**src/rtl/vector_seq_control_unit.sv**
```systemverilog
// Vector processor main control: registered opcode decode with a valid/ready
// handshake, stall and flush. SVI/LVI are expanded into LANES/BEAT lane beats.
// Ports:
//   clk, rst_n            clock, async active-low reset
//   instr_valid, opcode   incoming instruction
//   instr_ready           unit can take an opcode this cycle
//   stall_in, flush       downstream stall, synchronous kill
//   ctrl_valid            registered control outputs meaningful
//   ALUControl, RegW, ALUSrc, BranchE, MemW, MemtoReg, regB, vectorMem
//   lane_idx, last_beat   beat position within a vector memory sequence
//   illegal               accepted opcode is not decodable
module vector_seq_control_unit #(
  parameter int LANES = 4,
  parameter int BEAT  = 1,
  localparam int LW = (LANES > 1) ? $clog2(LANES) : 1
) (
  input  logic          clk,
  input  logic          rst_n,
  input  logic          instr_valid,
  input  logic [4:0]    opcode,
  output logic          instr_ready,
  input  logic          stall_in,
  input  logic          flush,
  output logic          ctrl_valid,
  output logic [3:0]    ALUControl,
  output logic          RegW,
  output logic          ALUSrc,
  output logic          BranchE,
  output logic          MemW,
  output logic          MemtoReg,
  output logic          regB,
  output logic          vectorMem,
  output logic [LW-1:0] lane_idx,
  output logic          last_beat,
  output logic          illegal
);

  localparam int NB = LANES / BEAT;
  localparam bit MULTI = NB > 1;
  localparam logic [LW-1:0] STEP = LW'(BEAT);
  localparam logic [LW-1:0] LAST_LANE = LW'(LANES - BEAT);

  localparam logic [4:0] OP_SVI = 5'b11101;
  localparam logic [4:0] OP_LVI = 5'b11110;

  typedef enum logic {IDLE, SEQ} state_t;

  typedef struct packed {
    logic [6:0] word;
    logic [3:0] alu;
    logic       ill;
  } dec_t;

  function automatic dec_t decode(input logic [4:0] op);
    dec_t d;
    d = '{word: 7'b0, alu: 4'b0, ill: 1'b0};
    unique case (op)
      5'b00001: begin d.word = 7'b0100000; d.alu = 4'b0000; end
      5'b00010: begin d.word = 7'b0100000; d.alu = 4'b0100; end
      5'b00011: begin d.word = 7'b0100000; d.alu = 4'b0001; end
      5'b00100: begin d.word = 7'b0100000; d.alu = 4'b0010; end
      5'b00101: begin d.word = 7'b0100000; d.alu = 4'b0101; end
      5'b00111: begin d.word = 7'b0100000; d.alu = 4'b0011; end
      5'b01000,
      5'b01001: begin d.word = 7'b0001001; d.alu = 4'b0000; end
      5'b10000: begin d.word = 7'b0110000; d.alu = 4'b0000; end
      5'b10001: begin d.word = 7'b0110000; d.alu = 4'b0110; end
      5'b10010: begin d.word = 7'b0110000; d.alu = 4'b0111; end
      5'b10011: begin d.word = 7'b0010101; d.alu = 4'b0000; end
      5'b10100: begin d.word = 7'b0110011; d.alu = 4'b0000; end
      5'b11000: begin d.word = 7'b0100000; d.alu = 4'b0000; end
      5'b11001: begin d.word = 7'b0100000; d.alu = 4'b0010; end
      5'b11010: begin d.word = 7'b0100000; d.alu = 4'b0101; end
      5'b11011: begin d.word = 7'b0100000; d.alu = 4'b1000; end
      5'b11100: begin d.word = 7'b0100001; d.alu = 4'b1001; end
      5'b11101: begin d.word = 7'b1010101; d.alu = 4'b0000; end
      5'b11110: begin d.word = 7'b1110011; d.alu = 4'b0000; end
      default:  d.ill = 1'b1;
    endcase
    return d;
  endfunction

  state_t        state_q, state_d;
  logic          cv_q, cv_d;
  logic [6:0]    word_q, word_d;
  logic [3:0]    alu_q, alu_d;
  logic [LW-1:0] lane_q, lane_d;
  logic          last_q, last_d;
  logic          ill_q, ill_d;

  dec_t          dec;
  logic          accept;
  logic          vmem_op;
  logic [LW-1:0] lane_nxt;

  assign instr_ready = !stall_in && (state_q == IDLE || last_q);
  assign accept = instr_valid && instr_ready && !flush;
  assign vmem_op = (opcode == OP_SVI) || (opcode == OP_LVI);
  assign lane_nxt = lane_q + STEP;

  always_comb begin
    state_d = state_q;
    cv_d    = cv_q;
    word_d  = word_q;
    alu_d   = alu_q;
    lane_d  = lane_q;
    last_d  = last_q;
    ill_d   = ill_q;
    dec     = decode(opcode);
    if (flush) begin
      state_d = IDLE;
      cv_d    = 1'b0;
      word_d  = '0;
      alu_d   = '0;
      lane_d  = '0;
      last_d  = 1'b0;
      ill_d   = 1'b0;
    end else if (!stall_in) begin
      if (accept) begin
        cv_d   = 1'b1;
        word_d = dec.word;
        alu_d  = dec.alu;
        ill_d  = dec.ill;
        lane_d = '0;
        if (MULTI && vmem_op) begin
          state_d = SEQ;
          last_d  = 1'b0;
        end else begin
          state_d = IDLE;
          last_d  = 1'b1;
        end
      end else if (state_q == SEQ && !last_q) begin
        // control word is held; only the lane position moves
        lane_d = lane_nxt;
        last_d = (lane_nxt == LAST_LANE);
      end else begin
        state_d = IDLE;
        cv_d    = 1'b0;
        word_d  = '0;
        alu_d   = '0;
        lane_d  = '0;
        last_d  = 1'b0;
        ill_d   = 1'b0;
      end
    end
  end

  always_ff @(posedge clk or negedge rst_n) begin
    if (!rst_n) begin
      state_q <= IDLE;
      cv_q    <= 1'b0;
      word_q  <= '0;
      alu_q   <= '0;
      lane_q  <= '0;
      last_q  <= 1'b0;
      ill_q   <= 1'b0;
    end else begin
      state_q <= state_d;
      cv_q    <= cv_d;
      word_q  <= word_d;
      alu_q   <= alu_d;
      lane_q  <= lane_d;
      last_q  <= last_d;
      ill_q   <= ill_d;
    end
  end

  assign ctrl_valid = cv_q;
  assign ALUControl = alu_q;
  assign {vectorMem, RegW, ALUSrc, BranchE, MemW, MemtoReg, regB} = word_q;
  assign lane_idx   = lane_q;
  assign last_beat  = last_q;
  assign illegal    = ill_q;

endmodule

```
**config.mk**
```make
export PLATFORM = sky130hd
export DESIGN_NAME = vector_seq_control_unit
export DESIGN_NICKNAME = d
export VERILOG_FILES = /design/src/rtl/vector_seq_control_unit.sv
export SDC_FILE = /design/constraint.sdc
export NUM_CORES = 1
export LEC_CHECK = 0
export BUFFER_PORTS_ARGS = -buffer_cell sky130_fd_sc_hd__buf_2
export CAP_MARGIN = 20
export CORE_MARGIN = 3
export CORE_UTILIZATION = 45
export CTS_CLUSTER_DIAMETER = 100
export DETAILED_ROUTE_END_ITERATION = 12
export GPL_ROUTABILITY_DRIVEN = 0
export PLACE_DENSITY = 0.67
export SLEW_MARGIN = 20
export SYNTH_ARGS = -nofsm -noshare
export SYNTH_HDL_FRONTEND = slang
export SYNTH_SLANG_ARGS = --single-unit
```
**constraint.sdc**
```tcl
create_clock -name clk -period 3.6 [get_ports clk]
set_input_delay 0.36 -clock clk [delete_from_list [all_inputs] [get_ports clk]]
set_output_delay 0.36 -clock clk [all_outputs]
set_load 0.02 [all_outputs]
```
==> flow_summary.toml <==
[synth]
ys.flop_type = "dfrtp_1"
muxShareOfSynthArea = 0.0294
synth-seq-area-share = 0.400
synth-seq-cells = 17
yosysMostFrequentCell = "dfrtp_1"
synthTopCellsByArea = "dfrtp_1 (40%), a22o_1 (4.9%), a32o_1 (3.8%)"
synth_compound_area_frac = 0.283
synthSimpleGateAreaFrac = 0.198
synth.distinct_cells = 39
syn_area_sq_mm = 0.00106
netlist_instances = 111
synth_fp_nets = 122
syn_avg_cell_area_sq_um = 9.57
synth_fa_ha_area_frac = 0.0118
synth_edf_count = 0
synth_top_area_cell = "dfrtp_1"
synthXorXnorAreaFrac = 0.00824
synth_top_family_by_area = "compound AO/OA/AOI/OAI gates"
async_flop_share = 1.00
yosys.area.top_type_share = 0.400
yosys_warnings = 0
synthTopCellsByCount = "dfrtp_1 (17), nand2_1 (8), o21ai_0 (7)"

[die]
die_area_sq_mm = 0.00298
die_x_um = 54.6
rows = 16
io_pins = 27
initial_core_util = 0.505
core-area_sq_mm = 0.00210
die_h_um = 54.6

[cells_and_area]
drive_gt1_frac = 0.286
synthToLayoutAreaGrowth_pct = 14.1
nets = 145
instances_no_fill = 160
n_antenna_cell = 0
fillers = 215

[power_and_ir_drop]
vdd_drop_max_mv = 0.156
leakage_nw = 0.621
cellPowerDensity_mw_per_mm2 = 306

[route]
via_count = 950
final_antenna_net_count = 0
drc = 0
drt_pre_antenna_iters = 4
drt_iter0_drc = 10
wl_um = 2340
wire_per_inst_um = 14.6
via_per_inst = 5.94

[sta]
max_slew_margin = 0.393
clock.fmax_ghz = 0.539
worst_slack_ns = 1.75
min_period_over_period = 0.515
worst_clock_skew_ns = 0.00428
tightestPinTransition_ns = 0.907
rsz0062_at_grt = "false"
tns_ns = 0
setup_viol = 0
slew_violations = 0
post-route-min-period_ns = 1.85
hold_viol = 0

[global_routing]
grt_pass1_vias = 861
grt_pass1_wl_um = 4020
grt_usage = 0.189
antenna_found_initial = 0
grt_overflow = 0
grt_max_degree = 21

[placed_design]
io_buffers = 26
place_hpwl_um = 1750
place_ws_ns = 1.78
place.detailed.instances = 155

[worst_setup_path]
regToRegSetupSlack_ns = 1.75
crit_required_ns = 3.84
startpoint_type = "flop"
r2r-end = "ALUControl[2]"
cp.arrival_ns = 2.09
reg2reg_from = "last_beat"
cp-end-kind = "flop"
worst-path-max-fanout = 14
criticalPathCategory = "flop to flop"
reg2reg_depth = 4

[worst_hold_path]
min_from = "flush"
hold_path_depth = 2
hold_end = "last_beat"
hold_class = "input pin to flop"

[cts]
insertion_delay_ns = 0.29
hold_buffers = 1
cts.path.max_buffers = 2
cts-root-buf = "clkbuf_4"
post_cts_resize_count = 0
cts_htree_levels = 1
cts_buffers = 3
clock_sinks = 17
cts.clk_slew.worst_paths_ns = 0.10
post_cts_buffers = 0
cts_tree = "built"

[job]
max_cap_viol_count = 0

[outcome]
outcome = "finished, final reports clean"
[layer usage]
metal  global-route usage  routed length (um)  up-vias
met5                    0                   0        -
met4               0.0996                  45        0
met3               0.0245                  93        4
met2                0.280                1140       25
met1                0.265                1060      458
li1                     -                   -      463
[registers in the layout (all words and copies together) (netlist names)]
name	cells
lane_idx	2
ALUControl	4
ctrl_valid	1
last_beat	1
state_q	1
word_q	7
illegal	1
[metrics by stage]
step                      hold WS [ns]  power, W   util  area (sq um)
after detailed placement         0.300  0.000271  0.559          1170
after floorplan                 0.0644  0.000250      -          1060
final                            0.286  0.000370  0.577          1210
after CTS                        0.280  0.000373  0.577          1210
after global routing             0.285  0.000391  0.577          1210
after global placement           0.292  0.000268  0.559          1170
[worst max-delay path: stages (launching register included)]
cell and delay (ns):
dfrtp_1 0.40, nand2b_1 0.23, and2_1 0.21, nor2_1 0.69
a22o_1 0.26
[cell usage in the layout, fill, tap and decap left out, types with 2 or more instances in the layout]
| cell type | count |
|---|---|
| mux2i_1 | 2 |
| a21o_1 | 4 |
| clkbuf_4 | 3 |
| and2_1 | 2 |
| o2bb2ai_1 | 2 |
| nor2_1 | 4 |
| o21ai_0 | 7 |
| nor3_1 | 5 |
| nor2b_1 | 3 |
| a22o_1 | 6 |
| inv_1 | 6 |
| and3_1 | 2 |
| buf_2 | 26 |
| dfrtp_1 | 17 |
| a31o_2 | 2 |
| a32o_1 | 4 |
| nor3b_1 | 2 |
| a21oi_1 | 4 |
| nand2_1 | 8 |
| nand2b_1 | 5 |
[report_power, final]
part           switching (W)  internal, W  total [W]
Clock              0.0000619    0.0000413   0.000103
Combinational      0.0000449    0.0000258  0.0000708
Sequential        0.00000200     0.000194   0.000196
Total               0.000109     0.000262   0.000370
[worst max path at each step]
| stage | from | endpoint | slack (ns) | cells after the start |
|---|---|---|---|---|
| 6_report | last_beat | ALUControl[2] | 1.75 | 4 |
| 5_1_grt | last_beat | word_q[3] | 1.59 | 4 |
| 4_1_cts | last_beat | ALUControl[2] | 1.74 | 4 |
| 3_5_place_dp | last_beat | ALUControl[2] | 1.78 | 4 |
| 3_3_place_gp | opcode[0] | word_q[4] | 1.82 | 5 |
| 2_1_floorplan | opcode[2] | word_q[5] | 2.02 | 5 |
[cell type report]
type	instances	area (sq um)	area share
multi-input cells	79	563	0.464
flip-flops and latches	17	425	0.351
repair buffers	27	140	0.116
well taps	27	33.8	0.0279
clock buffers	3	22.5	0.0186
inverters	6	22.5	0.0186
clock inverters	1	5.00	0.00413
[kinds of logic (layout without fill, tap and decap cells)]
family,after synthesis,after routing
AND/OR/NAND/NOR,36,36
buffers and inverters,15,37
AO/OA/AOI/OAI,38,38
adder cells (fa/ha/maj),1,1
multiplexers,3,3
XOR/XNOR,1,1
flip-flops,17,17
Power figures use the tool's default switching activity.
